**config.mk**
```make
export PLATFORM = sky130hd
export DESIGN_NAME = cache_p_control
export DESIGN_NICKNAME = d
export VERILOG_FILES = /design/src/rtl/cache_p_control.sv
export SDC_FILE = /design/constraint.sdc
export NUM_CORES = 1
export LEC_CHECK = 0
export BUFFER_PORTS_ARGS = -buffer_cell sky130_fd_sc_hd__buf_2
export CORE_AREA = 5 5 42 44
export DETAILED_ROUTE_END_ITERATION = 6
export DIE_AREA = 0 0 47 49
export GPL_TIMING_DRIVEN = 0
export PLACE_DENSITY = 0.48
export SLEW_MARGIN = 20
export SYNTH_ARGS = -nofsm -noshare
export SYNTH_HDL_FRONTEND = slang
export SYNTH_SLANG_ARGS = --single-unit
```
**constraint.sdc**
```tcl
create_clock -name clk -period 4.1 [get_ports clk]
set_clock_uncertainty 0.2 [all_clocks]
set_input_delay 0.615 -clock clk [delete_from_list [all_inputs] [get_ports clk]]
set_output_delay 0.615 -clock clk [all_outputs]
set_load 0.02 [all_outputs]
```
**src/rtl/cache_p_control.sv**
```systemverilog
// Cache control FSM: 0-cycle hits in COMPARE; misses stall through WRITEBACK/FILL/REPLAY and wait on pmem_resp.
// Outputs are combinational from state and inputs; optional perf counters under CACHE_P_PERF_EN.
module cache_p_control #(
   parameter int CNT_WIDTH = 32
) (
   input  logic                 clk,
   input  logic                 rst,
   input  logic                 read_o,
   input  logic                 write_o,
   input  logic                 cache_hit,
   input  logic                 dirty,
   input  logic                 pmem_resp,
   output logic                 load,
   output logic                 load_lru,
   output logic                 address_sel,
   output logic                 access_sel,
   output logic                 stall,
   output logic                 mem_resp,
   output logic                 pmem_read,
   output logic                 pmem_write
`ifdef CACHE_P_PERF_EN
   ,
   output logic [CNT_WIDTH-1:0] hit_count,
   output logic [CNT_WIDTH-1:0] miss_count,
   output logic [CNT_WIDTH-1:0] wb_count
`endif
);

   typedef enum logic [1:0] {
      S_COMPARE   = 2'd0,
      S_WRITEBACK = 2'd1,
      S_FILL      = 2'd2,
      S_REPLAY    = 2'd3
   } state_e;

   state_e state_q, state_d;
   logic   req;

   assign req = read_o | write_o;

   if (CNT_WIDTH < 1) begin : g_bad_cnt_width
   end

   always_ff @(posedge clk or negedge rst) begin
      if (!rst) state_q <= S_COMPARE;
      else      state_q <= state_d;
   end

   always_comb begin
      state_d     = state_q;
      load        = 1'b0;
      load_lru    = 1'b0;
      address_sel = 1'b0;
      access_sel  = 1'b0;
      stall       = 1'b0;
      mem_resp    = 1'b0;
      pmem_read   = 1'b0;
      pmem_write  = 1'b0;
      case (state_q)
         S_COMPARE: begin
            if (req) begin
               if (cache_hit) begin
                  mem_resp = 1'b1;
                  load_lru = 1'b1;
                  load     = write_o;
               end else begin
                  stall   = 1'b1;
                  state_d = dirty ? S_WRITEBACK : S_FILL;
               end
            end
         end
         S_WRITEBACK: begin
            address_sel = 1'b1;
            pmem_write  = 1'b1;
            stall       = 1'b1;
            if (pmem_resp) state_d = S_FILL;
         end
         S_FILL: begin
            access_sel = 1'b1;
            pmem_read  = 1'b1;
            stall      = 1'b1;
            if (pmem_resp) begin
               load    = 1'b1;
               state_d = S_REPLAY;
            end
         end
         S_REPLAY: begin
            stall   = 1'b1;
            state_d = S_COMPARE;
         end
         default: state_d = S_COMPARE;
      endcase
      // Reset must silence the adapter and CPU immediately, not at the next edge.
      if (!rst) begin
         load        = 1'b0;
         load_lru    = 1'b0;
         address_sel = 1'b0;
         access_sel  = 1'b0;
         stall       = 1'b0;
         mem_resp    = 1'b0;
         pmem_read   = 1'b0;
         pmem_write  = 1'b0;
      end
   end

`ifdef CACHE_P_PERF_EN
   logic                 replay_q;
   logic [CNT_WIDTH-1:0] hit_q, miss_q, wb_q;

   always_ff @(posedge clk or negedge rst) begin
      if (!rst) begin
         replay_q <= 1'b0;
         hit_q    <= '0;
         miss_q   <= '0;
         wb_q     <= '0;
      end else begin
         // The hit that completes a replayed miss was already counted as a miss.
         replay_q <= (state_q == S_REPLAY);
         if (mem_resp && !replay_q)
            hit_q <= hit_q + CNT_WIDTH'(1);
         if (state_q == S_COMPARE && state_d != S_COMPARE)
            miss_q <= miss_q + CNT_WIDTH'(1);
         if (state_q == S_WRITEBACK && pmem_resp)
            wb_q <= wb_q + CNT_WIDTH'(1);
      end
   end

   assign hit_count  = hit_q;
   assign miss_count = miss_q;
   assign wb_count   = wb_q;
`endif

endmodule
```
* After elaboration in Yosys (flattened, before gate mapping)
Index checks and enable logic that the tools add are counted.
Cells by class: add/subtract/negate cells 0, $mul 0, bitwise gates (word level) 1, multiplexer cells 23, shift operators 0, div/mod/pow operators 0, equal/unequal tests 7, reductions and logical operators 3, $lt $le $gt $ge 0
Operators with widths (count):
- $mux W1 | 15
- $mux W2 | 5
- $ne A2 B2 Y1 const B | 4
- $pmux W2 S4 | 1
- $eq A2 B2 Y1 const B | 2
- $pmux W1 S2 | 2
- $reduce_and A4 Y1 | 1
- $reduce_or A3 Y1 | 1
- $eq A2 B1 Y1 const B | 1
- $logic_not A2 Y1 | 1
- $or A1 B1 Y1 | 1
Storage, ports and cells: word-level logic and storage cells 35, register bits after elaboration 2, input bits 7, bits in latches 0, memories 0, memory bits (writable) 0, output and inout bits 8, bits in read-only memories 0

* Depth between registers and ports, before layout
Gate-level depths: netlist of run 1.
depth after elaboration 4, depth in mapped cells 5, gate-level depth less buffers 5

* Least setup slack after synthesis of run 1
Ideal clock, no wire load.
path kind in2out, start point input port cache_hit, end point output port stall, path buffers 0, slack 1.995 ns, stages on the path 2, data required time 3.285 ns, arrival time 1.290 ns, cell sequence o21bai_4 > a21boi_0
Between the ends: longest elaborated chain between the ends 4
RTL lines:
- from (decl) | line 10 | input logic cache_hit,
- $mux W1 | line 62 | if (cache_hit) begin
- $mux W1 | line 61 | if (req) begin
- $pmux W1 S2 | line 59 | case (state_q)
- $mux W1 | line 94 | if (!rst) begin
- to (decl) | line 17 | output logic stall,
No other way between the ends.

* Worst setup path in the final report of run 1
start point input port rst, end point output port mem_resp
Between the ends: longest elaborated chain between the ends 1
RTL lines:
- from (decl) | line 7 | input logic rst,
- $mux W1 | line 94
- to (decl) | line 18 | output logic mem_resp,
No other way between the ends.

==> impl_metrics.toml, run 1 <==
[status]
outcome = "complete, no violations"

[power]
combPwrFrac_pct = 67.2
p_int_uw = 133
p_switching_uw = 106
p_leak_nw = 0.210
seqPwrFrac_pct = 15.1
clkPwrFrac_pct = 17.7
switching_share_pct = 44.3
p_total_uw = 239
pwr_density_cell_mw_per_mm2 = 636
ir_drop_mv = 0.205

[cts]
cts_buffer_depth = 2
root_buffer = "clkbuf_4"
numCtsBuffers = 3
ctsResizeCount = 0
cts_tree = "built"
cts_sinks = 2
clk_pin_slew_ns = 0.03
postCtsHoldBufs = 1
h-tree-depth = 1
clk_latency_ns = 0.22
post_cts_buffers = 0

[placed_design]
hpwl_um = 515
place_area_um2 = 343
globalplace.congestion = 0.748
port_buffers = 14

[die]
dieHeight_um = 49
fp.dieW_um = 47
dieArea_mm2 = 0.00230
num_rows = 14
num_io_pins = 15
initial_utilization_pct = 18.0
placeableCoreArea_mm2 = 0.00140

[timing]
tightest_slew_ns = 0.231
slew_violations = 0
setup_viol = 0
finalCritPeriodShare_pct = 62.8
finalSetupTns_ns = 0
fmax_mhz = 389
min_period_ns = 2.57
rsz0062_at_grt = "no"
final-hold-violation-count = 0
slew_headroom_pct = 84.6

[critical_path]
path_common_cell = "buf_2"
cp.required_ns = 3.28
cp_max_fo = 7
reg2reg_from = "state_q[0]"
reg2reg_to = "state_q[1]"
worstPathArrival_ns = 1.76
worst_path_max_delay_cell = "dlygate4sd3_1"
rr_worst_depth = 5
path_class = "input port to output port"
max_stage_delay_ns = 0.51
worstSetupEndpointType = "output port"
r2r_setup_slack_ns = 2.55
cp_cell_sequence = "dlygate4sd3_1, buf_2, o2111a_1, buf_4, buf_2"
crit_path_start_kind = "input port"

[grt]
grt_pass1_wl_um = 938
antenna_found_initial = 0
grt_max_degree = 8
grt_pass1_vias = 246
grt_usage_pct = 5.77
gr-total-overflow = 0

[cells_and_area]
top_register = "state_q"
final_nets = 56
multi_input_area_um2 = 173
final_area_um2 = 375
drive_gt1_share_pct = 51.2
n_fill_cell = 164
largest_reg_flops = 2
area_growth_pct = 48.5
num_antenna_cells = 0
top_regs = "state_q x2"
regArea_um2 = 50.0

[logic_synthesis]
syn_area_um2 = 253
avgSynthCellArea_um2 = 10.1
ys_seq_elements = 2
synth.area.top_cells = "dfrtp_1 (20%), ha_1 (20%), mux2i_1 (12%)"
ys_warn_count = 0
synth_area_leader_cell = "dfrtp_1"
ys_seq_area_share_pct = 19.8
ys_types = 15
synth_top_area_share_pct = 19.8
syn_inst = 25
synth_nets = 36

[route]
wl_per_cell_um = 10.2
drt_iter0_markers = 3
drc = 0
drtPass1Iterations = 2
vias_per_cell = 4.15
wl_um = 603
ant_nets = 0
vias = 245

[job]
maxCapViolCount = 0

[worst_hold_path]
holdCritStartpoint = "state_q[0]"
hold_path_depth = 2
min_to = "state_q[0]"
hold_path_class = "flip-flop to flip-flop"
==> cell usage in the layout, fill, tap and decap left out <==
| cell type | synthesis | routed |
|---|---|---|
| o21bai_4 | 1 | 1 |
| buf_2 | 0 | 14 |
| nand2_1 | 1 | 1 |
| dfrtp_1 | 2 | 2 |
| o21ai_0 | 1 | 1 |
| o2111a_1 | 1 | 1 |
| a32oi_1 | 1 | 1 |
| mux2i_1 | 3 | 3 |
| clkbuf_4 | 0 | 3 |
| nor2_1 | 1 | 1 |
| a21boi_0 | 1 | 1 |
| buf_4 | 3 | 3 |
| inv_1 | 2 | 2 |
| a2bb2oi_2 | 1 | 1 |
| dlygate4sd3_1 | 0 | 1 |
| ha_1 | 4 | 4 |
| and2_1 | 2 | 2 |
| nor2b_1 | 1 | 1 |
==> critical path: cells and delay by family <==
kind	cells	cell delay [ns]
compound gates	1	0.22
buf+inv	4	0.92
==> cell families after synthesis <==
family	count (synthesis)	synth area share [%]
compound gates	6	26.2
mux	3	11.9
flops	2	19.8
fa+ha+maj	4	19.8
simple gates	5	10.4
buf+inv	5	11.9
==> cells in the mapped netlist <==
master and n:
inv_1 2, ha_1 4, nand2_1 1, nor2b_1 1, o2111a_1 1, o21bai_4 1, buf_4 3, and2_1 2
dfrtp_1 2, nor2_1 1, a2bb2oi_2 1, a32oi_1 1, mux2i_1 3, o21ai_0 1, a21boi_0 1
==> layout make-up <==
class	instances	area share, %
tap	16	5.33
inverter	2	2.00
multi-input combinational	18	46.0
buffer	3	6.00
clock buffer	3	6.00
timing repair buffer	15	21.3
sequential	2	13.3
==> worst max path at each step <==
stage | startpoint | endpoint | slack [ns]
floorplan | cache_hit | stall | 2.00
global placement | cache_hit | stall | 1.98
detailed placement | cache_hit | stall | 1.98
CTS | rst | mem_resp | 1.51
global route | rst | mem_resp | 1.47
finish | rst | mem_resp | 1.53
==> stage by stage <==
step	setup slack, ns	utilization (%)	hold WS [ns]	instances
3_5_place_dp	1.98	24.5	0.234	55
3_3_place_gp	1.98	24.5	0.235	55
5_1_grt	1.47	26.8	0.492	59
4_1_cts	1.51	26.8	0.425	59
6_report	1.53	26.8	0.415	59
2_1_floorplan	2.00	-	0.119	25
==> metal layers <==
metal | GRT usage [%] | wire length [um]
met1 | 7.47 | 275
met2 | 7.24 | 218
met3 | 2.58 | 109
met4 | 4.15 | 0
met5 | 0 | 0
==> power groups by stage <==
stage                     logic [mW]  registers, mW  clock network, mW
final                          0.161         0.0360             0.0423
after global placement         0.159         0.0362                  0
after CTS                      0.163         0.0361             0.0452
after floorplan                0.120         0.0352                  0
after detailed placement       0.162         0.0363                  0
after global routing           0.181         0.0373             0.0487
Note: power is estimated with default switching activity, not from simulation.
==> inputs of run 2 (changes only) <==
Settings changed: PLACE_DENSITY 0.48 to 0.5.
Clock period 4.1 ns to 2.2 ns, I/O delays scaled along.
==> impl_metrics.toml, run 2 (synthesized netlist as in run 1, its figures left out) <==
[timing]
rsz0062_at_grt = "no"
tightest_slew_ns = 0.232
setup_viol = 0
min_period_ns = 2.02
slew_violations = 0
finalCritPeriodShare_pct = 91.8
slew_headroom_pct = 84.6
final-hold-violation-count = 0
finalSetupTns_ns = 0
setup_slack_ns = 0.179
fmax_mhz = 495

[power]
pwr_density_cell_mw_per_mm2 = 1150
combPwrFrac_pct = 66.1
ir_drop_mv = 0.309
clkPwrFrac_pct = 18.6
p_switching_uw = 187
seqPwrFrac_pct = 15.4
switching_share_pct = 43.3
p_leak_nw = 0.210
p_int_uw = 246

[die]
num_io_pins = 15
placeableCoreArea_mm2 = 0.00140
dieArea_mm2 = 0.00230
initial_utilization_pct = 18.0
num_rows = 14
fp.dieW_um = 47
dieHeight_um = 49

[grt]
grt_usage_pct = 5.21
antenna_found_initial = 0
grt_pass1_wl_um = 814
grt_pass1_vias = 212
gr-total-overflow = 0
grt_max_degree = 8

[route]
wl_per_cell_um = 9.34
wl_um = 551
vias = 234
drt_iter0_markers = 0
ant_nets = 0
drtPass1Iterations = 1
drc = 0
vias_per_cell = 3.97

[critical_path]
rr_worst_depth = 5
crit_path_start = "state_q[0]"
cp_cell_sequence = "inv_1, ha_1, o2111a_1, buf_4, buf_2"
worstPathArrival_ns = 1.49
worst_path_max_delay_cell = "dfrtp_1"
max_stage_delay_ns = 0.37
worstSetupEndpointType = "output port"
cp.required_ns = 1.67
crit_path_start_kind = "flip-flop"
path_class = "flip-flop to output port"
reg2reg_from = "state_q[0]"
cp_max_fo = 6

[job]
maxCapViolCount = 0

[cts]
cts_sinks = 2
h-tree-depth = 1
cts_tree = "built"
clk_latency_ns = 0.22
clk_pin_slew_ns = 0.03
root_buffer = "clkbuf_4"
numCtsBuffers = 3
cts_buffer_depth = 2

[cells_and_area]
layout_commonest_cell = "buf_2"
num_antenna_cells = 0
drive_gt1_share_pct = 51.2
area_growth_pct = 48.5
final_nets = 56
top_regs = "state_q x2"
top_register = "state_q"
largest_reg_flops = 2
multi_input_area_um2 = 173
final_cell_mix = "buf_2 (14), ha_1 (4), mux2i_1 (3), buf_4 (3), clkbuf_4 (3)"
regArea_um2 = 50.0
n_fill_cell = 160

[placed_design]
hpwl_um = 453
globalplace.congestion = 0.672
port_buffers = 14
dpl_worst_slack_ns = 0.410

[status]
outcome = "complete, no violations"

[worst_hold_path]
hold_path_depth = 4
holdCritStartpoint = "dirty"
hold_path_class = "input port to flip-flop"
-- run 2: stage by stage --
stage	hold WS [ns]	power [mW]	utilization, %	area (um2)	cells
finish	0.228	0.433	26.8	375	59
global route	0.256	0.474	26.8	375	59
CTS	0.221	0.445	26.8	375	59
detailed placement	-0.0506	0.359	24.5	343	55
global placement	-0.0487	0.355	24.5	343	55
floorplan	-0.166	0.289	-	253	25
-- run 2: worst paths after layout --
path / to / slack, ns
setup / recovery: mem_resp / 0.18
hold / removal: state_q[1] / 0.23
setup reg to reg: state_q[1] / 0.71
hold reg to reg: state_q[1] / 0.41
max in group asynchronous: state_q[1] / 1.40
min in group asynchronous: state_q[0] / 0.27
-- run 2: area by class of cell --
class                           count  area share, %
Buffer                              3           6.00
Clock buffer                        3           6.00
Inverter                            2           2.00
Multi-Input combinational cell     18           46.0
Sequential cell                     2           13.3
Tap cell                           16           5.33
Timing Repair Buffer               15           21.3
-- run 2: power groups by stage --
stage | clock network [mW] | logic, mW | registers [mW]
6_report | 0.0804 | 0.286 | 0.0666
5_1_grt | 0.0870 | 0.317 | 0.0701
4_1_cts | 0.0864 | 0.292 | 0.0670
3_5_place_dp | 0 | 0.291 | 0.0674
3_3_place_gp | 0 | 0.289 | 0.0664
2_1_floorplan | 0 | 0.224 | 0.0656
-- run 2: layer usage --
metal / share of wire (%) / GRT usage (%) / vias to the layer above
met2: 48 / 7.69 / 9
met1: 40 / 4.85 / 103
met4: 0 / 5.53 / 0
met3: 12 / 2.21 / 0
met5: 0 / 0 / -
li1: - / - / 122
-- run 2: timing repair --
item                      CTS  global route
buffers inserted            0             0
hold buffers                1             0
gates resized for setup     0             0
hold endpoints to repair    2             0
-- run 2: critical path: cells and delay by family, from the launching register on --
kind                     cells  cell delay [ns]
AO/OA/AOI/OAI                1             0.23
flip-flops                   1             0.37
adder cells (fa/ha/maj)      1             0.30
buffers and inverters        3             0.37
